**config.mk**
```make
export PLATFORM = sky130hd
export DESIGN_NAME = mac_operand_sequencer
export DESIGN_NICKNAME = d
export VERILOG_FILES = /design/src/rtl/mac_operand_sequencer_pkg.sv /design/src/rtl/mac_operand_sequencer.sv
export SDC_FILE = /design/constraint.sdc
export NUM_CORES = 1
export LEC_CHECK = 0
export ABC_CLOCK_PERIOD_IN_PS = 1300
export CAP_MARGIN = 40
export CORE_MARGIN = 1
export CORE_UTILIZATION = 31
export CTS_BUF_LIST = sky130_fd_sc_hd__clkbuf_2 sky130_fd_sc_hd__clkbuf_4 sky130_fd_sc_hd__clkbuf_8
export CTS_CLUSTER_DIAMETER = 120
export CTS_CLUSTER_SIZE = 40
export DETAILED_ROUTE_END_ITERATION = 10
export PLACE_DENSITY = 0.74
export SLEW_MARGIN = 10
export SYNTH_ARGS = -nofsm -noshare
export SYNTH_HDL_FRONTEND = slang
export SYNTH_SLANG_ARGS = --single-unit
export TNS_END_PERCENT = 1
```
**constraint.sdc**
```tcl
create_clock -name clk -period 1.3 [get_ports clk]
set_input_delay 0.39 -clock clk [delete_from_list [all_inputs] [get_ports clk]]
set_output_delay 0.39 -clock clk [all_outputs]
set_load 0.02 [all_outputs]
```
**src/rtl/mac_operand_sequencer_pkg.sv**
```systemverilog
// mac_operand_sequencer_pkg: shared FSM states, MAC timing constants and width helper.
`default_nettype none

package mac_operand_sequencer_pkg;

  typedef enum logic [2:0] {
    IDLE  = 3'd0,
    CLEAR = 3'd1,
    FETCH = 3'd2,
    DRAIN = 3'd3,
    DONE  = 3'd4
  } state_t;

  // Operand to out: product register, then accumulate.
  localparam int MAC_LATENCY  = 2;
  localparam int DRAIN_CYCLES = MAC_LATENCY + 1;

  function automatic int acc_width(input int width, input int length);
    return width + $clog2(length);
  endfunction

endpackage

`default_nettype wire

```
**src/rtl/mac_operand_sequencer.sv**
```systemverilog
// mac_operand_sequencer: streams LENGTH operand pairs from two vector memories into
// an external mac and returns the dot product on a valid/ready port.
`default_nettype none

module mac_operand_sequencer
  import mac_operand_sequencer_pkg::*;
#(
  parameter int WIDTH      = 8,
  parameter int LENGTH     = 3,
  parameter int ACC_WIDTH  = acc_width(WIDTH, LENGTH),
  parameter int ADDR_WIDTH = (LENGTH > 1) ? $clog2(LENGTH) : 1
) (
  input  logic                  clk,
  input  logic                  reset,
  input  logic                  start,
  output logic                  busy,
  output logic                  rd_en,
  output logic [ADDR_WIDTH-1:0] rd_addr,
  input  logic [WIDTH-1:0]      rd_data_a,
  input  logic [WIDTH-1:0]      rd_data_b,
  output logic                  mac_rst,
  output logic [WIDTH-1:0]      mac_a,
  output logic [WIDTH-1:0]      mac_b,
  input  logic [ACC_WIDTH-1:0]  mac_out,
  output logic [ACC_WIDTH-1:0]  result,
  output logic                  result_valid,
  input  logic                  result_ready
);

  localparam int DRAIN_W = (DRAIN_CYCLES > 1) ? $clog2(DRAIN_CYCLES) : 1;

  state_t               state;
  state_t               state_next;
  logic [ADDR_WIDTH-1:0] idx;
  logic [DRAIN_W-1:0]   drain_cnt;
  logic                 op_valid;
  logic                 clear_mac;
  logic                 last_fetch;
  logic                 last_drain;

  assign last_fetch = (idx == ADDR_WIDTH'(LENGTH - 1));
  assign last_drain = (drain_cnt == DRAIN_W'(DRAIN_CYCLES - 1));

  always_ff @(posedge clk) begin
    if (!reset) begin
      state        <= IDLE;
      idx          <= '0;
      drain_cnt    <= '0;
      op_valid     <= 1'b0;
      result       <= '0;
      result_valid <= 1'b0;
    end else begin
      state    <= state_next;
      op_valid <= rd_en;
      case (state)
        CLEAR: idx <= '0;
        FETCH: begin
          idx <= idx + 1'b1;
          if (last_fetch) drain_cnt <= '0;
        end
        DRAIN: begin
          drain_cnt <= drain_cnt + 1'b1;
          if (last_drain) begin
            result       <= mac_out;
            result_valid <= 1'b1;
          end
        end
        DONE: if (result_ready) result_valid <= 1'b0;
        default: ;
      endcase
    end
  end

  always_comb begin
    state_next = state;
    busy       = 1'b1;
    rd_en      = 1'b0;
    clear_mac  = 1'b0;
    case (state)
      IDLE: begin
        busy = 1'b0;
        if (start) state_next = CLEAR;
      end
      CLEAR: begin
        clear_mac  = 1'b1;
        state_next = FETCH;
      end
      FETCH: begin
        rd_en = 1'b1;
        if (last_fetch) state_next = DRAIN;
      end
      DRAIN: if (last_drain) state_next = DONE;
      DONE:  if (result_valid && result_ready) state_next = IDLE;
      default: state_next = IDLE;
    endcase
  end

  assign rd_addr = idx;
  // The mac must clear together with this block, so reset reaches it combinationally.
  assign mac_rst = clear_mac || !reset;
  assign mac_a   = op_valid ? rd_data_a : '0;
  assign mac_b   = op_valid ? rd_data_b : '0;

endmodule

`default_nettype wire

```
Word-level counts from Yosys, hierarchy flattened

Index checks and enable logic that the tools add are counted.

Output and inout bits: 32
Register bits: 19
Logic and storage cells: 46
Input bits: 30

Add/sub/neg operators: 2
Reduce and logical (&&, ||, !) cells: 11
Multiplexer cells: 16
Equality and inequality tests: 11

Operators by type and width:

| cell                | number |
|---|---|
| $mux 8              | 2 |
| $pmux 3 s5          | 1 |
| $mux 3              | 4 |
| $ne 2x2->1 const B  | 5 |
| $pmux 2 s2          | 2 |
| $eq 3x2->1 const B  | 2 |
| $reduce_bool 2->1   | 3 |
| $mux 1              | 5 |
| $add 2x1->2 const B | 2 |
| $eq 2x2->1 const B  | 2 |
| $reduce_and 2->1    | 2 |
| $reduce_and 4->1    | 1 |
| $eq 3x1->1 const B  | 1 |
| $eq 3x3->1 const B  | 1 |
| $logic_not 3->1     | 1 |
| $reduce_and 3->1    | 1 |
| $mux 2              | 1 |
| $pmux 1 s2          | 1 |
| $logic_and 1x1->1   | 1 |
| $logic_not 1->1     | 1 |
| $logic_or 1x1->1    | 1 |

Logic depth before layout (Yosys ltp)

Gate-level depths: netlist (run 1).

Depth in word-level cells: 3
Gate-level depth with buffers: 6
Gate-level depth less buffers: 5

Worst setup path before layout (run 1)

Ideal clock, no wire load.

Kind: register to output
From: reg state[1]
To: out mac_rst
Cell stages (with the launch flop): 3
Data arrival time: 1.058 ns
Data required time: 0.910 ns
Slack: -0.148 ns
Cell sequence: dfxtp_1 > buf_6 > o31ai_1

Longest elaborated chain between the ends: 3

Ends and longest elaborated chain:

| item                     | RTL line                     | text |
|---|---|---|
| start: declaration       | mac_operand_sequencer.sv:32  | `state_t state;` |
| start signal: assignment | mac_operand_sequencer.sv:53  | `state <= state_next;` |
| $eq 3x1->1               | mac_operand_sequencer.sv:79  | `case (state)` |
| $mux 1                   | mac_operand_sequencer.sv:79  |  |
| $logic_or 1x1->1         | mac_operand_sequencer.sv:100 | `assign mac_rst = clear_mac \|\| !reset;` |
| end: declaration         | mac_operand_sequencer.sv:21  | `output logic mac_rst,` |

Every way passes these cells.

Worst setup path after layout (run 1)

From: reg state[1]
To: out busy

Longest elaborated chain between the ends: 2

Ends and longest elaborated chain:

| item             | RTL line                    | text |
|---|---|---|
| $logic_not 3->1  | mac_operand_sequencer.sv:79 |  |
| $mux 1           | mac_operand_sequencer.sv:79 |  |
| end: declaration | mac_operand_sequencer.sv:16 | `output logic busy,` |

Every way passes these cells.

==> impl_metrics.env, run 1 <==
export IMPL_status="finished with violations"
export IMPL_violations="DRC, setup timing"
export IMPL_grt_pass1_wl_um=4071
export IMPL_syn_to_final_growth_pct=76.76
export IMPL_hold_path_end="result[0]$_SDFFE_PN0P_"
export IMPL_antenna_found_initial=0
export IMPL_start_kind="register"
export IMPL_crit_fanout=6
export IMPL_p_leak_nw=0.8023
export IMPL_cp_arrival_ps=1190
export IMPL_cts_clk_slew_worst_paths_ps=110
export IMPL_chipWidth_um=57.60
export IMPL_vias=1052
export IMPL_fin_skew_ps=2.673
export IMPL_synth_nets=147
export IMPL_regToRegEndpoint="rd_addr[1]$_SDFFE_PN0P_"
export IMPL_met2_usage_pct=29.40
export IMPL_path_cells="or3_4 -> buf_6"
export IMPL_hold_path_startpoint="result[0]$_SDFFE_PN0P_"
export IMPL_hold_viol=0
export IMPL_finalWeightedCongestion=0.8075
export IMPL_num_antenna_cells=0
export IMPL_relSlewSlack_pct=81.95
export IMPL_use_met1_pct=16.08
export IMPL_synthAdderAreaFrac_pct=2.611
export IMPL_clk_latency_ps=290
export IMPL_grt_busiest_layer="met2"
export IMPL_grt_overflow=0
export IMPL_synth_top_family_by_area="simple AND/OR/NAND/NOR gates"
export IMPL_totalWireLength_um=2616
export IMPL_portBuffers=61
export IMPL_core_area_sq_um=2853
export IMPL_hold_path_class="register to register"
export IMPL_htree_levels=1
export IMPL_cp_end_kind="output pin"
export IMPL_grt_max_degree=30
export IMPL_numClockSinks=19
export IMPL_synth_area_per_cell_sq_um=8.334
export IMPL_wl_per_cell_um=12.17
export IMPL_synthCells=115
export IMPL_post_route_min_period_ps=1577
export IMPL_max_freq_mhz=634.1
export IMPL_io_pins=62
export IMPL_clk_path_buf_depth=2
export IMPL_worstMarginPinSlew_ps=267.1
export IMPL_die_h_um=57.60
export IMPL_synthXorXnorAreaFrac_pct=0
export IMPL_clockRootBuffer="clkbuf_4"
export IMPL_synth_area_sq_um=958.4
export IMPL_initial_utilization_pct=33.60
export IMPL_fin_tns_setup_ps=-2608
export IMPL_ys_seq_area_share_pct=39.69
export IMPL_vias_per_cell=4.893
export IMPL_drcViolationCount=10
export IMPL_cts_setup_buffers=0
export IMPL_rsz0062_at_grt="yes"
export IMPL_p_per_area_nw_per_um2=716.9
export IMPL_setup_viol=19
export IMPL_yosys_warnings=0
export IMPL_post_route_period_util_pct=121.3
export IMPL_synth_area_mux_share_pct=1.044
export IMPL_grtUsageMet3_pct=4.762
export IMPL_cts_tree="yes"
export IMPL_num_rows=19
export IMPL_crit_required_ps=910
export IMPL_drt_iter0_drc=32
export IMPL_critPathKind="register to output pin"
export IMPL_ant_nets=0
export IMPL_ir_worst_vdd_mv=0.3989
export IMPL_layout_nets=217
export IMPL_grt_usage_pct=15.84
export IMPL_cts_buffers=3
export IMPL_drive_above_1_share_pct=39.67
export IMPL_dpl_cell_count=211
export IMPL_crit_reg2reg_launch="rd_addr[0]$_SDFFE_PN0P_"
export IMPL_synth_compound_area_share_pct=15.27
export IMPL_cap_violations=0
export IMPL_layoutNonFillerInstCount=215
export IMPL_place_ws_ps=-667.7
export IMPL_holdPathStages=2
export IMPL_postLayoutCoreUtil_pct=59.39
export IMPL_cp_slowest_cell="dfxtp_4"
export IMPL_synth_simple_area_share_pct=34.46
export IMPL_hold_ws_ps=474.8
export IMPL_fin_ws_ps=-277.1
export IMPL_hpwl_um=2017
export IMPL_slew_viol_final=0
export IMPL_ys_types=31
export IMPL_regToRegSetupSlack_ps=70
export IMPL_grt_pass1_vias=986
export IMPL_first_pass_iters=7
export IMPL_critPathMaxStageDelay_ps=390
export IMPL_dieArea_sq_um=3318
export IMPL_r2r_cells=6
export IMPL_synth_seq_cells=19
==> layer usage <==
layer  vias to the layer above  wire length, um
met5                         -                0
met4                         0               27
met3                         2              273
met2                        48             1317
met1                       472              998
li1                        530                -
==> report_power, final <==
group	total [mW]	internal, mW	leakage (nW)	switching (mW)
sequential	0.605	0.594	0.157	0.0111
combinational	0.313	0.185	0.628	0.128
clock	0.297	0.114	0.0177	0.182
==> synthesized netlist by cell type <==
cell type  number  area (sq um)
clkbuf_2        1         5.000
nand2b_4        1         13.76
a21o_1          1         7.510
a221oi_2        1         15.01
and3_1          1         6.260
a21oi_1         1         5.000
nand2_1        14         52.55
a21boi_1        1         7.510
and3b_1         1         8.760
buf_2           1         5.000
nor2b_1         1         6.260
inv_1           3         11.26
nand4b_1        1         8.760
o31ai_1         2         15.01
o22ai_1         1         6.260
nand3_1        13         65.06
and2b_2         1         8.760
a21boi_0        4         30.03
nor3b_1         1         7.510
nor2_1          4         15.01
clkbuf_1        4         15.01
mux2i_1         1         10.01
nor4b_2         1         15.01
o21ai_0        12         60.06
buf_4           1         7.510
or3_1           2         12.51
dfxtp_1        19         380.4
nor4bb_1        1         10.01
ha_1            2         25.02
and2_1         16         100.1
buf_6           2         22.52
==> kinds of logic after synthesis <==
family          after synthesis
fa+ha+maj                     2
mux                           1
compound gates               23
flops                        19
buf+inv                      12
simple gates                 58
==> layout by cell type (no fill, tap or decap), types with 2 or more instances in the layout <==
| master | Yosys | routed |
|---|---|---|
| buf_6 | 2 | 17 |
| clkdlybuf4s50_1 | 0 | 16 |
| nand2_1 | 14 | 14 |
| buf_4 | 1 | 14 |
| nand3_1 | 13 | 13 |
| dfxtp_1 | 19 | 13 |
| buf_2 | 1 | 13 |
| and2_4 | 0 | 12 |
| o21ai_0 | 12 | 12 |
| dlygate4sd2_1 | 0 | 8 |
| dfxtp_2 | 0 | 5 |
| dlymetal6s2s_1 | 0 | 5 |
| and2_1 | 16 | 4 |
| nor2_1 | 4 | 4 |
| inv_1 | 3 | 3 |
| a21boi_0 | 4 | 3 |
| clkbuf_4 | 0 | 3 |
| a21boi_1 | 1 | 2 |
| ha_1 | 2 | 2 |
==> stage by stage <==
| step | area [sq um] | power (mW) |
|---|---|---|
| 5_1_grt | 1694 | 1.284 |
| 6_report | 1694 | 1.215 |
| 3_5_place_dp | 1668 | 0.9249 |
| 2_1_floorplan | 963.4 | 0.7449 |
| 3_3_place_gp | 1668 | 0.9184 |
| 4_1_cts | 1660 | 1.231 |
==> worst max-delay path by stage <==
| stage | slack [ps] | start | endpoint |
|---|---|---|---|
| 2_1_floorplan | -50 | state[0]$_SDFFE_PN0P_ | busy |
| 3_3_place_gp | -660 | rd_data_a[1] | mac_a[1] |
| 3_5_place_dp | -670 | rd_data_a[1] | mac_a[1] |
| 4_1_cts | -290 | state[1]$_SDFFE_PN0P_ | busy |
| 5_1_grt | -310 | state[1]$_SDFFE_PN0P_ | busy |
| 6_report | -280 | state[1]$_SDFFE_PN0P_ | busy |
==> layout make-up <==
| cell class | instances | area [sq um] |
|---|---|---|
| Clock buffer | 3 | 22.52 |
| Clock inverter | 1 | 5.005 |
| Fill cell | 264 | 1159 |
| Inverter | 3 | 11.26 |
| Multi-Input combinational cell | 84 | 551.8 |
| Sequential cell | 19 | 390.4 |
| Tap cell | 31 | 38.79 |
| Timing Repair Buffer | 74 | 674.4 |
==> state kept, by name (all words and copies together) (netlist names) <==
register and flops:
rd_addr 2, state 3, op_valid 1, drain_cnt 2, result 10, result_valid 1
==> critical path, delay by kind of cell, from the launching register on <==
| family | cells | cell delay (ps) |
|---|---|---|
| buf+inv | 1 | 140 |
| simple gates | 1 | 370 |
| flops | 1 | 390 |
==> timing repair <==
action / CTS / global route
pin swaps: 9 / 12
cloned: 0 / 0
resized for setup: 178 / 20
setup endpoints to repair: 32 / 25
hold buffers: 0 / 0
endpoints found under the hold margin: 0 / 0
Note: power is estimated with default switching activity, not from simulation.
==> run 2, diff against run 1 <==
--- a/config.mk
+++ b/config.mk
@@ -6,7 +6,6 @@
 export NUM_CORES = 1
 export LEC_CHECK = 0
 export ABC_CLOCK_PERIOD_IN_PS = 1300
-export CAP_MARGIN = 40
 export CORE_MARGIN = 1
 export CORE_UTILIZATION = 31
 export CTS_BUF_LIST = sky130_fd_sc_hd__clkbuf_2 sky130_fd_sc_hd__clkbuf_4 sky130_fd_sc_hd__clkbuf_8
==> results of run 2 <==
Same layout as run 1: the final DEF is identical, and so are final timing and power.
